==> src/rtl/fifo_arb_pkg.sv <==
`default_nettype none
// ============================================================================
// Module   : fifo_arb_pkg
// Brief    : Shared types and default sizing for the FIFO write-port arbiter.
// Revision : 1.0
// ============================================================================
package fifo_arb_pkg;

    localparam int unsigned c_N_REQ       = 4;
    localparam int unsigned c_DATA_W      = 8;   // must equal the FIFO wdata width
    localparam int unsigned c_MAX_BURST   = 4;

    typedef enum logic [0:0] {
        IDLE  = 1'b0,
        BURST = 1'b1
    } arb_state_e;

endpackage : fifo_arb_pkg
`default_nettype wire

==> src/rtl/fifo_rr_pick.sv <==
`default_nettype none
// ============================================================================
// Module   : fifo_rr_pick
// Brief    : Combinational rotate-priority picker; first set req bit at or
//            above rr_ptr, wrapping past the top index.
// Revision : 1.0
// ============================================================================
module fifo_rr_pick
    import fifo_arb_pkg::*;
#(
    parameter  int unsigned N_REQ = c_N_REQ,
    localparam int unsigned IDX_W = $clog2(N_REQ)
) (
    input  logic [N_REQ-1:0] req,
    input  logic [IDX_W-1:0] rr_ptr,
    output logic             valid,
    output logic [IDX_W-1:0] idx
);

    localparam logic [IDX_W-1:0] c_LAST_IDX = IDX_W'(N_REQ - 1);

    logic [IDX_W-1:0] w_cand;

    always_comb begin
        valid  = 1'b0;
        idx    = '0;
        w_cand = rr_ptr;
        for (int i = 0; i < int'(N_REQ); i++) begin
            if (!valid && req[w_cand]) begin
                valid = 1'b1;
                idx   = w_cand;
            end
            w_cand = (w_cand == c_LAST_IDX) ? '0 : w_cand + IDX_W'(1);
        end
    end

endmodule : fifo_rr_pick
`default_nettype wire

==> src/rtl/fifo_wr_arbiter.sv <==
`default_nettype none
// ============================================================================
// Module   : fifo_wr_arbiter
// Brief    : Round-robin burst arbiter sharing one FIFO write port between
//            N_REQ producers; up to MAX_BURST beats per grant.
// Revision : 1.0
// ============================================================================
module fifo_wr_arbiter
    import fifo_arb_pkg::*;
#(
    parameter  int unsigned N_REQ     = c_N_REQ,
    parameter  int unsigned DATA_W    = c_DATA_W,
    parameter  int unsigned MAX_BURST = c_MAX_BURST,
    localparam int unsigned IDX_W     = $clog2(N_REQ),
    localparam int unsigned CNT_W     = $clog2(MAX_BURST + 1)
) (
    input  logic                      clk,
    input  logic                      rst,
    input  logic [N_REQ-1:0]          req,
    input  logic [N_REQ*DATA_W-1:0]   req_data,
    output logic [N_REQ-1:0]          gnt,
    output logic                      fifo_wr_en,
    output logic [DATA_W-1:0]         fifo_wdata,
    input  logic                      fifo_full,
    output logic                      busy,
    output logic [IDX_W-1:0]          owner
);

    localparam logic [CNT_W-1:0] c_LAST_BEAT = CNT_W'(MAX_BURST - 1);
    localparam logic [IDX_W-1:0] c_LAST_IDX  = IDX_W'(N_REQ - 1);

    arb_state_e       r_state;
    arb_state_e       w_state_nxt;
    logic [IDX_W-1:0] r_owner;
    logic [IDX_W-1:0] w_owner_nxt;
    logic [IDX_W-1:0] r_rr_ptr;
    logic [IDX_W-1:0] w_rr_ptr_nxt;
    logic [CNT_W-1:0] r_beat_cnt;
    logic [CNT_W-1:0] w_beat_cnt_nxt;

    logic             w_pick_valid;
    logic [IDX_W-1:0] w_pick_idx;
    logic             w_xfer;
    logic             w_release;

    fifo_rr_pick #(
        .N_REQ (N_REQ)
    ) u_pick (
        .req    (req),
        .rr_ptr (r_rr_ptr),
        .valid  (w_pick_valid),
        .idx    (w_pick_idx)
    );

    always_ff @(posedge clk or negedge rst) begin
        if (!rst) begin
            r_state    <= IDLE;
            r_owner    <= '0;
            r_rr_ptr   <= '0;
            r_beat_cnt <= '0;
        end else begin
            r_state    <= w_state_nxt;
            r_owner    <= w_owner_nxt;
            r_rr_ptr   <= w_rr_ptr_nxt;
            r_beat_cnt <= w_beat_cnt_nxt;
        end
    end

    always_comb begin
        w_state_nxt    = r_state;
        w_owner_nxt    = r_owner;
        w_rr_ptr_nxt   = r_rr_ptr;
        w_beat_cnt_nxt = r_beat_cnt;
        w_xfer         = 1'b0;
        w_release      = 1'b0;
        case (r_state)
            IDLE: begin
                if (w_pick_valid) begin
                    w_state_nxt    = BURST;
                    w_owner_nxt    = w_pick_idx;
                    w_beat_cnt_nxt = '0;
                end
            end
            BURST: begin
                // Back-pressure stalls the owner in place; only a dropped req releases it.
                w_xfer    = req[r_owner] & ~fifo_full;
                w_release = ~req[r_owner] | (w_xfer & (r_beat_cnt == c_LAST_BEAT));
                if (w_xfer) begin
                    w_beat_cnt_nxt = r_beat_cnt + CNT_W'(1);
                end
                if (w_release) begin
                    w_state_nxt  = IDLE;
                    w_rr_ptr_nxt = (r_owner == c_LAST_IDX) ? '0 : r_owner + IDX_W'(1);
                end
            end
            default: begin
                w_state_nxt = IDLE;
            end
        endcase
    end

    always_comb begin
        gnt        = '0;
        fifo_wdata = '0;
        for (int i = 0; i < int'(N_REQ); i++) begin
            if (w_xfer && (r_owner == IDX_W'(i))) begin
                gnt[i]     = 1'b1;
                fifo_wdata = req_data[i*DATA_W +: DATA_W];
            end
        end
    end

    assign fifo_wr_en = w_xfer;
    assign busy       = (r_state == BURST);
    assign owner      = r_owner;

endmodule : fifo_wr_arbiter
`default_nettype wire

==> config.mk <==
export PLATFORM = sky130hd
export DESIGN_NAME = fifo_wr_arbiter
export DESIGN_NICKNAME = d
export VERILOG_FILES = /design/src/rtl/fifo_arb_pkg.sv /design/src/rtl/fifo_rr_pick.sv /design/src/rtl/fifo_wr_arbiter.sv
export SDC_FILE = /design/constraint.sdc
export NUM_CORES = 1
export LEC_CHECK = 0
export BUFFER_PORTS_ARGS = -buffer_cell sky130_fd_sc_hd__buf_4
export CAP_MARGIN = 20
export CORE_UTILIZATION = 46
export DETAILED_ROUTE_END_ITERATION = 6
export PLACE_DENSITY = 0.8
export SKIP_LAST_GASP = 1
export SLEW_MARGIN = 40
export SYNTH_ARGS = -nofsm -noshare
export SYNTH_HDL_FRONTEND = slang
export SYNTH_SLANG_ARGS = --single-unit
==> constraint.sdc <==
create_clock -name clk -period 2.55 [get_ports clk]
set_clock_uncertainty 0.05 [all_clocks]
set_input_delay 0.1275 -clock clk [delete_from_list [all_inputs] [get_ports clk]]
set_output_delay 0.1275 -clock clk [all_outputs]
set_load 0.1 [all_outputs]
==> flow_summary.ini, run 1 <==
[worst_setup_path]
r2r-end = owner[0]
cp.arrival_ns = 2.29
reg2regPathDepth = 6
crit_start = owner[0]
required_ns = 2.37
reg2reg_setup_slack_ns = 0.29
worstSetupPathType = reg2out
rr_startpoint = r_rr_ptr[1]
start_kind = flop
critPathCaptureType = output pin
cp_max_fo = 7

[drt]
num_vias = 1323
drt_iter0_drc = 23
dr.pass1.iters = 4
routed_wl_mm = 3.42
via_per_inst = 5.75
routedWlPerCell_um = 14.9
ant_nets = 0
drc_errors = 0

[synthesis]
synth_top_family_by_area = compound AO/OA/AOI/OAI gates
synthTopCellsByArea = dfrtp_1 18%, ha_1 7.8%, nand2_1 6.7%
synth_top_area_cell = dfrtp_1
yosys.area_share.simple = 0.219
netlist_area_um2 = 1120
netlist.area_leader.share = 0.179
synth_xor_area_frac = 0.0157
synth_seq_area_share = 0.179
ys_seq_elements = 8
synthTopCellsByCount = 20 x nand2_1, 16 x nor2_1, 12 x a21oi_1
synthArstFlopShare = 1.00
yosysMostFrequentCell = nand2_1
synth_nets = 193
synth_cells = 147
synth_compound_area_frac = 0.327
synth_cell_types = 44
synth_mux_area_frac = 0.0987
syn_avg_cell_area_um2 = 7.59
synthAdderAreaFrac = 0.0785
synth_edf_count = 0
yosysWarnings = 0
ys.flop_type = dfrtp_1

[timing]
tns_ns = 0
slew_headroom = 0.721
hold_viol = 0
fin_crit_sh = 0.967
fin_ws_ns = 0.0853
hold_ws_ns = 0.175
fmaxAchievable_mhz = 406
rsz0062_at_grt = true
setup_viol = 0
slew_violations = 0
period_needed_ns = 2.46
worst_slew_pin_slew_ns = 0.419

[finish]
drive_gt1_frac = 0.431
antenna_cells = 0
area_growth_pct = 50.2
final_core_util = 0.744
nets = 250

[floorplanning]
die_h_um = 51.3
start_util = 0.495
core_area_um2 = 2250
die_x_um = 51.3
rows = 17
dieArea_um2 = 2630
pin_count = 55

[clock_network]
cts_root_buf = clkbuf_4
cts_htree_levels = 1
cts_buffers = 3
clock-sinks = 8
clockBufferDepth = 2
cts_tree = built
cts.clk_slew.worst_paths_ns = 0.06
worstSkewPairLatency_ns = 0.27

[placed_design]
globalplace.congestion = 0.893
port_buffers = 54
place_ws_ns = 0.327
dp.final_hpwl_mm = 2.63

[power]
power_switching_mw = 1.50
powerDensity_nw_per_um2 = 1470
ir_drop_mv = 1.20
clkPwrFrac = 0.042
p_sw_frac = 0.610
p_leak_nw = 0.761
seqPwrFrac = 0.107
p_int_mw = 0.959
combPwrFrac = 0.851

[global_routing]
grt_max_degree = 20
grt_pass1_wl_mm = 5.31
track_usage = 0.273
grt_pass1_vias = 1140
grt_overflow = 0
antenna_found_initial = 0

[outcome]
status = finished clean

[job]
max_cap_viol_count = 0

[worst_hold_path]
hold_path.class = in2async
-- power groups by stage --
stage          clock network (mW)  logic [mW]  registers (mW)
3_5_place_dp                    0        2.05           0.263
4_1_cts                     0.105        2.06           0.263
3_3_place_gp                    0        2.00           0.257
6_report                    0.103        2.09           0.264
5_1_grt                     0.111        2.25           0.271
2_1_floorplan                   0        1.50           0.421
-- through the flow --
| step | power (mW) | std cells | area [um2] |
|---|---|---|---|
| CTS | 2.42 | 228 | 1660 |
| global route | 2.63 | 230 | 1680 |
| global placement | 2.26 | 224 | 1630 |
| finish | 2.46 | 230 | 1680 |
| detailed placement | 2.31 | 224 | 1630 |
| floorplan | 1.92 | 147 | 1200 |
-- final cells by class --
class,instances,area [um2]
flip-flops and latches,8,205
clock buffers,3,22.5
multi-input cells,120,907
repair buffers,61,460
well taps,28,35.0
fillers,178,578
repair inverters,1,5.00
inverters,9,41.3
-- worst max-delay path: stages (launching register included) --
cell	delay, ns
dfrtp_4	0.53
inv_1	0.10
ha_1	0.28
clkinvlp_2	0.32
o211a_1	0.30
a21oi_1	0.23
nor2_4	0.04
buf_4	0.23
-- logic make-up after synthesis --
| logic type | count (synthesis) |
|---|---|
| compound gates | 51 |
| xor+xnor | 2 |
| fa+ha+maj | 7 |
| buf+inv | 19 |
| flops | 8 |
| mux | 7 |
| simple gates | 53 |
-- registers in the layout, summed over array words and instances (netlist names) --
| signal | flops |
|---|---|
| r_beat_cnt | 3 |
| owner | 2 |
| r_rr_ptr | 2 |
| busy | 1 |
-- cells in the final DEF, fill, tap and decap left out, types with 2 or more instances in the layout --
cell        instances
a221oi_1            3
o211a_1             7
nand2_1            20
clkbuf_4            3
nor3_1              3
nor2_1              6
mux2i_1             2
dfrtp_1             6
nor2b_1             2
o211ai_1            6
ha_1                6
mux4_2              2
nand2b_1            4
o21ai_1             3
inv_1               7
nor2_4             10
nand3b_1            3
buf_4              60
clkinvlp_4          2
and2_4              2
a21oi_1            12
o221ai_1            2
o21ai_0             6
-- routing by layer --
layer	global-route usage	part of all wire	vias up
met1	0.374	0.42	621
met2	0.443	0.51	49
met5	0	0	-
met4	0.0766	0.0079	0
li1	-	-	649
met3	0.0387	0.057	4
-- how the worst max path moves through the flow --
stage,slack (ns),endpoint,cells after the start
6_report,0.09,fifo_wdata[2],7
5_1_grt,-0.01,fifo_wdata[2],7
4_1_cts,0.04,fifo_wdata[2],8
3_5_place_dp,0.33,owner[0],6
3_3_place_gp,0.39,owner[0],6
2_1_floorplan,0.009,gnt[0],4
-- timing repair --
item | CTS | global route
hold buffers | 1 | 0
endpoints found under the setup margin | 0 | 6
gates resized for setup | 0 | 2
endpoints found under the hold margin | 8 | 0
buffers inserted | 0 | 1
Power figures use the tool's default switching activity.
==> inputs of run 2 (changes only) <==
--- a/config.mk
+++ b/config.mk
@@ -5,11 +5,12 @@
 export SDC_FILE = /design/constraint.sdc
 export NUM_CORES = 1
 export LEC_CHECK = 0
+export ABC_AREA = 1
 export BUFFER_PORTS_ARGS = -buffer_cell sky130_fd_sc_hd__buf_4
 export CAP_MARGIN = 20
-export CORE_UTILIZATION = 46
+export CORE_UTILIZATION = 47
 export DETAILED_ROUTE_END_ITERATION = 6
-export PLACE_DENSITY = 0.8
+export PLACE_DENSITY = 0.81
 export SKIP_LAST_GASP = 1
 export SLEW_MARGIN = 40
 export SYNTH_ARGS = -nofsm -noshare
==> run 2 against run 1 <==
Net effect: synthesized area rose by 3.6%; utilization rose by 0.61 points; non-clock buffer count fell by 3; final area rose by 0.82%; total power fell by 13%; sequential cell count did not move; first-iteration DRC count rose by 39%; combinational power fell by 15%; clock-buffer cell count rose by 1; cell count rose by 25%; clock power barely moved.
==> flow_summary.ini, run 2 <==
[finish]
largest_reg_flops = 3
regMostFlops = r_beat_cnt
finish.instance_area_um2 = 1690
antenna_cells = 0
drive_gt1_frac = 0.335
nets = 307
final_cells = 288
final_core_util = 0.750
mostFrequentLayoutCells = 64 x nand2_1, 57 x buf_4, 33 x inv_1
layout_commonest_cell = nand2_1
area_growth_pct = 46.2

[worst_setup_path]
rr_startpoint = r_rr_ptr[0]
start_kind = flop
critPathCaptureType = output pin
worstSetupPathType = reg2out
cp.arrival_ns = 2.18
cp_max_fo = 9
required_ns = 2.37
crit_start = owner[0]

[power]
p_sw_frac = 0.650
power_mw = 2.13
p_int_mw = 0.746
power_switching_mw = 1.39
powerDensity_nw_per_um2 = 1260
p_leak_nw = 0.966
clkPwrFrac = 0.047
seqPwrFrac = 0.123
combPwrFrac = 0.830
ir_drop_mv = 1.40

[synthesis]
synthArstFlopShare = 1.00
synth_top_area_cell = nand2_1
synthTopCellsByArea = nand2_1 23%, dfrtp_1 17%, inv_1 11%
synth_cells = 203
synth_edf_count = 0
synth_nets = 249
synthTopCellsByCount = 72 x nand2_1, 33 x inv_1, 20 x nand3_1
netlist_area_um2 = 1160
yosysMostFrequentCell = nand2_1
ys.flop_type = dfrtp_1
yosysWarnings = 0
netlist.area_leader.share = 0.234
synth_seq_area_share = 0.173
synth_cell_types = 21
ys_seq_elements = 8
syn_avg_cell_area_um2 = 5.70

[drt]
drt_iter0_drc = 32
routedWlPerCell_um = 11.0
num_vias = 1393
dr.pass1.iters = 4
via_per_inst = 4.84
drc_errors = 0
routed_wl_mm = 3.17
ant_nets = 0

[clock_network]
cts_tree = built
clock-sinks = 8
clockBufferDepth = 2
cts_buffers = 3
cts_root_buf = clkbuf_4
worstSkewPairLatency_ns = 0.25
cts.clk_slew.worst_paths_ns = 0.05
cts_htree_levels = 1

[timing]
fmaxAchievable_mhz = 424
slew_violations = 0
tns_ns = 0
fin_crit_sh = 0.925
period_needed_ns = 2.36
worst_slew_pin_slew_ns = 0.572
setup_viol = 0
hold_ws_ns = 0.167
hold_viol = 0
rsz0062_at_grt = false
fin_ws_ns = 0.192
slew_headroom = 0.618

[global_routing]
grtUsageMet1 = 0.357
antenna_found_initial = 0
use_met2 = 0.394
grt_overflow = 0
grt_max_degree = 18
track_usage = 0.257
grt_pass1_wl_mm = 5.09
met3_usage = 0.0263
busiest_layer = met2
grt_pass1_vias = 1184

[placed_design]
dp.final_hpwl_mm = 2.57
place_ws_ns = 0.143
placed_cell_area_um2 = 1620
dpl.cell_count = 280
globalplace.congestion = 0.919
port_buffers = 54

[floorplanning]
core_area_um2 = 2250
die_x_um = 51.6
rows = 17
pin_count = 55
dieArea_um2 = 2660
start_util = 0.513
die_h_um = 51.6

[outcome]
status = finished clean

[job]
max_cap_viol_count = 0

[worst_hold_path]
hold_path.class = in2async
## run 2: worst max-delay path: stages, from the launching register on
cell     delay [ns]
dfrtp_4        0.51
inv_1          0.12
nor2_1         0.08
o21ai_4        0.20
nand2_2        0.17
inv_4          0.10
nand2_2        0.13
inv_4          0.15
nand2_1        0.11
nand2_4        0.07
buf_4          0.28
## run 2: cells by family after synthesis
logic type | after synthesis | synth area share
buf+inv | 42 | 0.156
simple gates | 127 | 0.508
flops | 8 | 0.173
fa+ha+maj | 7 | 0.0758
compound gates | 19 | 0.0877
## run 2: per-layer routing
metal  wire [um]  part of all wire
met5           0                 0
met4          64             0.020
met3         177             0.056
met2        1440              0.45
met1        1490              0.47
## run 2: layout make-up
class / instances / area, um2
multi-input cells: 153 / 841
fillers: 211 / 564
repair buffers: 58 / 438
clock buffers: 4 / 26.3
well taps: 28 / 35.0
inverters: 37 / 144
flip-flops and latches: 8 / 206
## run 2: power by group through the flow
stage               logic [mW]  clock network, mW  registers (mW)
finish                    1.77              0.101           0.262
global route              1.93              0.112           0.270
CTS                       1.72              0.103           0.260
detailed placement        1.71                  0           0.261
global placement          1.69                  0           0.259
floorplan                 1.27                  0           0.402
## run 2: repair_timing
| action | 4_1_cts | 5_1_grt |
|---|---|---|
| endpoints found under the hold margin | 8 | 0 |
| setup endpoints to repair | 8 | 8 |
| hold buffers | 1 | 0 |
| pin swaps | 1 | 1 |
| resized for setup | 1 | 1 |
| setup buffers | 0 | 3 |
## run 2: final timing paths
path | end | slack (ns) | depth (start not counted)
max reg2reg | owner[1] | 0.42 | 10
min in group clk | busy | 0.25 | 3
min | owner[0] | 0.17 | 2
max in group asynchronous | owner[0] | 2.14 | 2
min reg2reg | r_beat_cnt[1] | 0.46 | 2
max | fifo_wdata[5] | 0.19 | 10
